<file path="src/rtl/pwm_pkg.sv">
// Shared types for the PWM power-stage blocks.
// Gate-drive FSM states and default dead-time counter width.
package pwm_pkg;

    typedef enum logic [2:0] {
        OFF   = 3'd0,
        DEAD  = 3'd1,
        HIGH  = 3'd2,
        LOW   = 3'd3,
        FAULT = 3'd4
    } dt_state_e;

    localparam int DT_WIDTH_DEF = 8;

endpackage

</file>
<file path="src/rtl/dt_counter.sv">
// Loadable down-counter timing the both-low gap of the gate driver.
// Decrement saturates at zero so the loaded value is the only source of count.
module dt_counter #(
    parameter int W = 8
) (
    input  logic         clk_i,
    input  logic         reset_i,
    input  logic         load_i,
    input  logic [W-1:0] load_val_i,
    input  logic         dec_i,
    output logic         zero_o
);

    logic [W-1:0] cnt_q;
    logic [W-1:0] cnt_d;

    always_comb begin
        cnt_d = cnt_q;
        if (load_i) begin
            cnt_d = load_val_i;
        end else if (dec_i && (cnt_q != '0)) begin
            cnt_d = cnt_q - 1'b1;
        end
    end

    always_ff @(posedge clk_i) begin
        if (reset_i) begin
            cnt_q <= '0;
        end else begin
            cnt_q <= cnt_d;
        end
    end

    assign zero_o = (cnt_q == '0);

endmodule

</file>
<file path="src/rtl/dead_time_gen.sv">
// Complementary high/low gate-drive pair with programmable dead time,
// enable gating and a sticky fault shutdown.
module dead_time_gen
    import pwm_pkg::*;
#(
    parameter int DT_WIDTH = DT_WIDTH_DEF
) (
    input  logic                clk_i,
    input  logic                reset_i,
    input  logic                enable_i,
    input  logic                fault_i,
    input  logic                pwm_i,
    input  logic [DT_WIDTH-1:0] dead_time_i,
    output logic                hs_o,
    output logic                ls_o,
    output logic                dt_active_o,
    output logic                fault_o
);

    dt_state_e state_q;
    dt_state_e state_d;
    logic      hs_q;
    logic      ls_q;
    logic      dt_q;
    logic      fault_q;
    logic      cnt_load;
    logic      cnt_dec;
    logic      cnt_zero;

    always_comb begin
        state_d  = state_q;
        cnt_load = 1'b0;
        if (fault_i) begin
            state_d = FAULT;
        end else if (state_q == FAULT) begin
            state_d = enable_i ? FAULT : OFF;
        end else if (!enable_i) begin
            state_d = OFF;
        end else begin
            unique case (state_q)
                OFF: begin
                    state_d  = DEAD;
                    cnt_load = 1'b1;
                end
                DEAD: begin
                    if (cnt_zero) begin
                        state_d = pwm_i ? HIGH : LOW;
                    end
                end
                HIGH: begin
                    if (!pwm_i) begin
                        state_d  = DEAD;
                        cnt_load = 1'b1;
                    end
                end
                LOW: begin
                    if (pwm_i) begin
                        state_d  = DEAD;
                        cnt_load = 1'b1;
                    end
                end
                default: begin
                    state_d = OFF;
                end
            endcase
        end
    end

    // Count down only while the gap is still running.
    assign cnt_dec = (state_q == DEAD) && (state_d == DEAD) && !cnt_zero;

    dt_counter #(
        .W(DT_WIDTH)
    ) u_cnt (
        .clk_i     (clk_i),
        .reset_i   (reset_i),
        .load_i    (cnt_load),
        .load_val_i(dead_time_i),
        .dec_i     (cnt_dec),
        .zero_o    (cnt_zero)
    );

    always_ff @(posedge clk_i) begin
        if (reset_i) begin
            state_q <= OFF;
            hs_q    <= 1'b0;
            ls_q    <= 1'b0;
            dt_q    <= 1'b0;
            fault_q <= 1'b0;
        end else begin
            state_q <= state_d;
            hs_q    <= (state_d == HIGH);
            ls_q    <= (state_d == LOW);
            dt_q    <= (state_d == DEAD);
            fault_q <= (state_d == FAULT);
        end
    end

    assign hs_o        = hs_q;
    assign ls_o        = ls_q;
    assign dt_active_o = dt_q;
    assign fault_o     = fault_q;

endmodule
</file>
<file path="config.mk">
export PLATFORM = sky130hd
export DESIGN_NAME = dead_time_gen
export DESIGN_NICKNAME = d
export VERILOG_FILES = /design/src/rtl/pwm_pkg.sv /design/src/rtl/dt_counter.sv /design/src/rtl/dead_time_gen.sv
export SDC_FILE = /design/constraint.sdc
export NUM_CORES = 1
export LEC_CHECK = 0
export CAP_MARGIN = 15
export CORE_MARGIN = 2
export CORE_UTILIZATION = 53
export DETAILED_ROUTE_END_ITERATION = 10
export PLACE_DENSITY = 0.82
export SKIP_LAST_GASP = 1
export SYNTH_ARGS = -nofsm -noshare
export SYNTH_HDL_FRONTEND = slang
export SYNTH_SLANG_ARGS = --single-unit
</file>
<file path="constraint.sdc">
create_clock -name clk_i -period 4.6 [get_ports clk_i]
set_input_delay 1.38 -clock clk_i [delete_from_list [all_inputs] [get_ports clk_i]]
set_output_delay 1.38 -clock clk_i [all_outputs]
set_load 0.01 [all_outputs]
</file>
==> impl_metrics.ini, run 1 <==
[die]
die_area_um2 = 1980
fp.dieH_um = 44.5
io_pins = 17
num_rows = 14
initial_core_util_pct = 57.0
core_area_um2 = 1520
die_w_um = 44.5

[yosys]
syn_avg_cell_area_um2 = 9.34
synth_cells = 93
ys_seq_area_share_pct = 34.6
netlist-cell-type-count = 43
synth-main-ff-cell = dfxtp_1
synth_edf_count = 0
syn_area_um2 = 868
synth_most_common_cell = dfxtp_1
synth_fp_nets = 108
synth_area_leader_cell = dfxtp_1
synth_commonest_cells = dfxtp_1 (15), nor2_1 (11), inv_1 (5)
yosysWarnings = 0
async_flop_share_pct = 0
synth-seq-cells = 15
synth_area_leaders = dfxtp_1 (35%), nor2_1 (4.8%), a211oi_2 (4.3%), a311oi_2 (3.5%), ha_1 (2.9%)
synth_top_area_share_pct = 34.6

[critical_path]
cp-start-kind = input port
cp.required_ns = 4.83
cp_max_fo = 16
end_kind = flip-flop
cp.arrival_ns = 3.29
path_class = in -> reg

[sta]
timing.setup.tns_ns = 0
fin_skew_ns = 0.00237
timing.fmax_ghz = 0.327
rsz0062_at_grt = false
post-route-min-period_ns = 3.06
slew_headroom_pct = 59.7
fin_ws_ns = 1.54
setup_viol = 0
drv_slew = 0
hold_viol = 0
period_share_pct = 66.5
max_slew.worst_pin.slew_ns = 0.604

[grt]
overflow = 0
antenna_found_initial = 0
grt_pass1_vias = 761
grt_pass1_wl_um = 3190
grt_start_max_net_pins = 17
grt_usage_pct = 22.2

[placed_design]
placedInstanceArea_um2 = 1030
dpl_worst_slack_ns = 1.23
port_buffers = 16
gp_congestion = 0.765
dp_hpwl_um = 1410

[drt]
routedWlPerCell_um = 14.5
ant_nets = 0
routed-via-count = 756
drc = 0
drtPass1Iterations = 4
via_per_inst = 6.00
drt_iter0_markers = 21
routed_wl_um = 1820

[final_layout]
ff_latch_area_um2 = 300
syn_to_final_growth_pct = 21.6
fin_nets = 126
multi_input_area_um2 = 529
drive_gt1_share_pct = 14.5
antenna_cells = 0
fill_cells = 124
stdcell_area_um2 = 1060

[clock_network]
cts_root_buf = clkbuf_4
path_clk_slew_ns = 0.09
hold_buffers = 0
clock-sinks = 15
htree_levels = 1
clock_latency_ns = 0.28
numCtsBuffers = 3
cts_tree = built
cts_buffer_depth = 2
post_cts.repair.setup_buffers = 0
cts_resized = 0

[power_and_ir_drop]
p_leak_nw = 0.374
pwr_density_cell_nw_per_um2 = 267
fin_total_pwr_mw = 0.282
sequentialPowerShare_pct = 51.1
p_switching_mw = 0.0829
combPwrFrac_pct = 22.1
ir_worst_vdd_mv = 0.199
clkPwrFrac_pct = 26.8
swShare_pct = 29.4
internal-power_mw = 0.199

[job]
drv_cap = 0

[run_status]
status = completed

[worst_hold_path]
hold_class = reg -> reg
## registers in the layout (all words and copies together) (netlist names)
name and flops:
u_cnt.cnt_q 8, hs_o 1, ls_o 1, state_q 3
fault_o 1, dt_active_o 1
## per-layer routing
layer	global-route usage, %	vias to the layer above	wire length (µm)
li1	-	386	-
met1	27.1	350	840
met2	37.4	18	889
met3	2.86	2	75
met4	12.1	0	19
met5	0	-	0
## kinds of logic after synthesis
family / count (synthesis) / share of synthesized area [%]
and+or+nand+nor: 41 / 31.0
AOI/OAI and AO/OA: 22 / 21.9
DFF: 15 / 34.6
buffers and inverters: 8 / 4.47
xor gates and xnor gates: 4 / 4.04
adders and majority gates: 2 / 2.88
muxes: 1 / 1.15
## final cells by class
type                            instances  share of cell area (%)
Multi-Input combinational cell         70                    50.1
Tap cell                               16                    1.90
Timing Repair Buffer                   16                    15.2
Inverter                                5                    1.78
Clock buffer                            3                    2.13
Sequential cell                        15                    28.4
Clock inverter                          1                   0.474
## layout by cell type, fill, tap and decap left out, drive strengths merged, types with 2 or more instances in the layout
cell type | Yosys | layout
or3b | 2 | 2
nor4 | 2 | 2
dfxtp | 15 | 15
a211oi | 3 | 3
inv | 5 | 5
nor3b | 4 | 4
nor2b | 2 | 2
xnor2 | 2 | 2
a21oi | 2 | 2
nand2b | 2 | 2
o21ai | 3 | 3
nor2 | 11 | 11
xor2 | 2 | 2
nand2 | 4 | 4
clkbuf | 1 | 3
clkdlybuf4s50 | 0 | 16
nor3 | 2 | 2
a31oi | 3 | 3
a311oi | 2 | 2
o31ai | 2 | 2
or4 | 4 | 4
nand3 | 2 | 2
ha | 2 | 2
## power by group through the flow
stage,combinational [mW],sequential [mW],clock [mW]
6_report,0.0623,0.144,0.0757
5_1_grt,0.0689,0.145,0.0819
4_1_cts,0.0620,0.144,0.0770
3_5_place_dp,0.0617,0.147,0
3_3_place_gp,0.0601,0.147,0
2_1_floorplan,0.0426,0.146,0
## stage by stage
step           std cells  hold WS [ns]  util [%]
6_report             126         0.571      69.3
5_1_grt              126         0.608      69.3
4_1_cts              126         0.570      69.3
3_5_place_dp         122         0.557      67.5
3_3_place_gp         122         0.526      67.5
2_1_floorplan         93         0.489         -
## final timing paths
check	slack (ns)	from	to	cells past startpoint
worst max-delay path	1.54	fault_i	u_cnt.cnt_q[1]	5
worst min-delay path	0.57	u_cnt.cnt_q[0]	u_cnt.cnt_q[0]	2
worst max register to register	2.60	u_cnt.cnt_q[0]	hs_o	6
worst min register to register	0.57	u_cnt.cnt_q[0]	u_cnt.cnt_q[0]	2
## worst max-delay path: stages
cell and delay (ns):
clkdlybuf4s50_1 0.47, nand2b_1 0.19, or4_1 0.82, nor3b_1 0.30, a31o_1 0.12
(Power assumes the default switching activity.)
==> inputs of run 2 (changes only) <==
CORE_UTILIZATION = 45   (was 53)
PLACE_DENSITY = 0.74   (was 0.82)
clock period = 2.7 ns   (was 4.6 ns; I/O delays follow)
==> run 2 against run 1 <==
Against the previous run:
- register-to-register slack lost 1.8 ns
- critical endpoint is now u_cnt.cnt_q[7]
- largest power group unchanged
- core utilization shrank 7.6 points
- clock power grew 74%
- cell area grew 3.1%
==> impl_metrics.ini, run 2 (synthesized netlist as in run 1, its figures left out) <==
[placed_design]
placedInstanceArea_um2 = 1060
dp_hpwl_um = 1440
gp_congestion = 0.835
port_buffers = 16

[sta]
timing.setup.tns_ns = 0
setup_viol = 0
period_share_pct = 88.2
slew_headroom_pct = 62.3
post-route-min-period_ns = 2.38
max_slew.worst_pin.slew_ns = 0.564
timing.fmax_ghz = 0.420
rsz0062_at_grt = false
fin_skew_ns = 0.00186
drv_slew = 0
hold_viol = 0

[clock_network]
htree_levels = 1
clock-sinks = 15
post_cts.repair.setup_buffers = 0
clock_latency_ns = 0.29
path_clk_slew_ns = 0.09
cts_buffer_depth = 2
cts_tree = built
cts_root_buf = clkbuf_4
numCtsBuffers = 3
hold_buffers = 0
cts_resized = 0

[die]
die_w_um = 47.9
die_area_um2 = 2300
core_area_um2 = 1760
fp.dieH_um = 47.9
num_rows = 15
initial_core_util_pct = 49.2
io_pins = 17

[grt]
grt_pass1_vias = 733
grt_pass1_wl_um = 3070
grt_usage_pct = 20.4
overflow = 0
antenna_found_initial = 0
grt_start_max_net_pins = 13

[final_layout]
syn_to_final_growth_pct = 25.4
antenna_cells = 0
layout_common_cells = clkdlybuf4s50_1 (16), dfxtp_1 (15), nor2_1 (11), inv_1 (5), nand2_1 (4)
fin_nets = 129
top_register = u_cnt.cnt_q
drive_gt1_share_pct = 15.9
final_util_pct = 61.7
largest_reg_flops = 8
reg_top3 = u_cnt.cnt_q (8), state_q (3)
final_common_cell = clkdlybuf4s50_1
stdcell_area_um2 = 1090

[drt]
drtPass1Iterations = 4
routed-via-count = 756
routed_wl_um = 1900
routedWlPerCell_um = 13.8
via_per_inst = 5.48
ant_nets = 0
drt_iter0_markers = 8
drc = 0

[worst_hold_path]
hold_class = reg -> reg

[power_and_ir_drop]
pwr_density_cell_nw_per_um2 = 447
ir_worst_vdd_mv = 0.246
fin_total_pwr_mw = 0.487
p_leak_nw = 0.384

[critical_path]
cp-start-kind = input port
cp.required_ns = 2.93
cp_max_fo = 5
cp.arrival_ns = 2.61
end_kind = flip-flop
path_class = in -> reg

[run_status]
status = completed

[job]
drv_cap = 0
[run 2: cell types whose count changed in the layout (fill, tap and decap cells not counted)]
| cell | change |
|---|---|
| clkinv_2 | -1 |
| buf_4 | +3 |
| clkbuf_1 | +1 |
[run 2: report_power, final]
part | total [mW] | leakage, nW | switching (mW) | internal [mW]
Sequential | 0.246 | 0.123 | 0.0136 | 0.232
Combinational | 0.109 | 0.246 | 0.0544 | 0.0543
Clock | 0.132 | 0.0150 | 0.0743 | 0.0576
Total | 0.487 | 0.384 | 0.142 | 0.344
[run 2: cell type report]
class | instances | area (µm²)
Timing Repair Buffer | 19 | 183
Tap cell | 25 | 31.3
Clock buffer | 4 | 26.3
Sequential cell | 15 | 300
Multi-Input combinational cell | 70 | 529
Inverter | 5 | 18.8
Fill cell | 165 | 676
[run 2: per-stage QoR]
stage	worst slack (ns)	hold WS, ns	std cells
finish	0.319	0.546	138
global route	0.220	0.573	138
CTS	0.325	0.545	138
detailed placement	0.0208	0.530	134
global placement	0.101	0.527	134
floorplan	0.678	0.489	93
[run 2: path summary, 6_finish.rpt]
kind	from	endpoint	slack [ns]	depth (start not counted)
worst max-delay path	enable_i	u_cnt.cnt_q[7]	0.32	6
worst min-delay path	u_cnt.cnt_q[0]	u_cnt.cnt_q[0]	0.55	2
worst max register to register	u_cnt.cnt_q[0]	hs_o	0.80	6
worst min register to register	u_cnt.cnt_q[0]	u_cnt.cnt_q[0]	0.55	2
[run 2: metal layers]
layer | part of all wire (%) | track usage [%] | routed length [µm]
met1 | 47 | 22.4 | 895
met2 | 47 | 33.1 | 884
met3 | 3.7 | 7.92 | 71
met4 | 2.5 | 11.9 | 47
met5 | 0 | 0 | 0
[run 2: critical path: stages]
cell and delay, ns:
clkdlybuf4s50_1 0.55, nor3b_1 0.35, nand2_1 0.11, buf_4 0.16
or4_1 0.47, a31oi_1 0.16
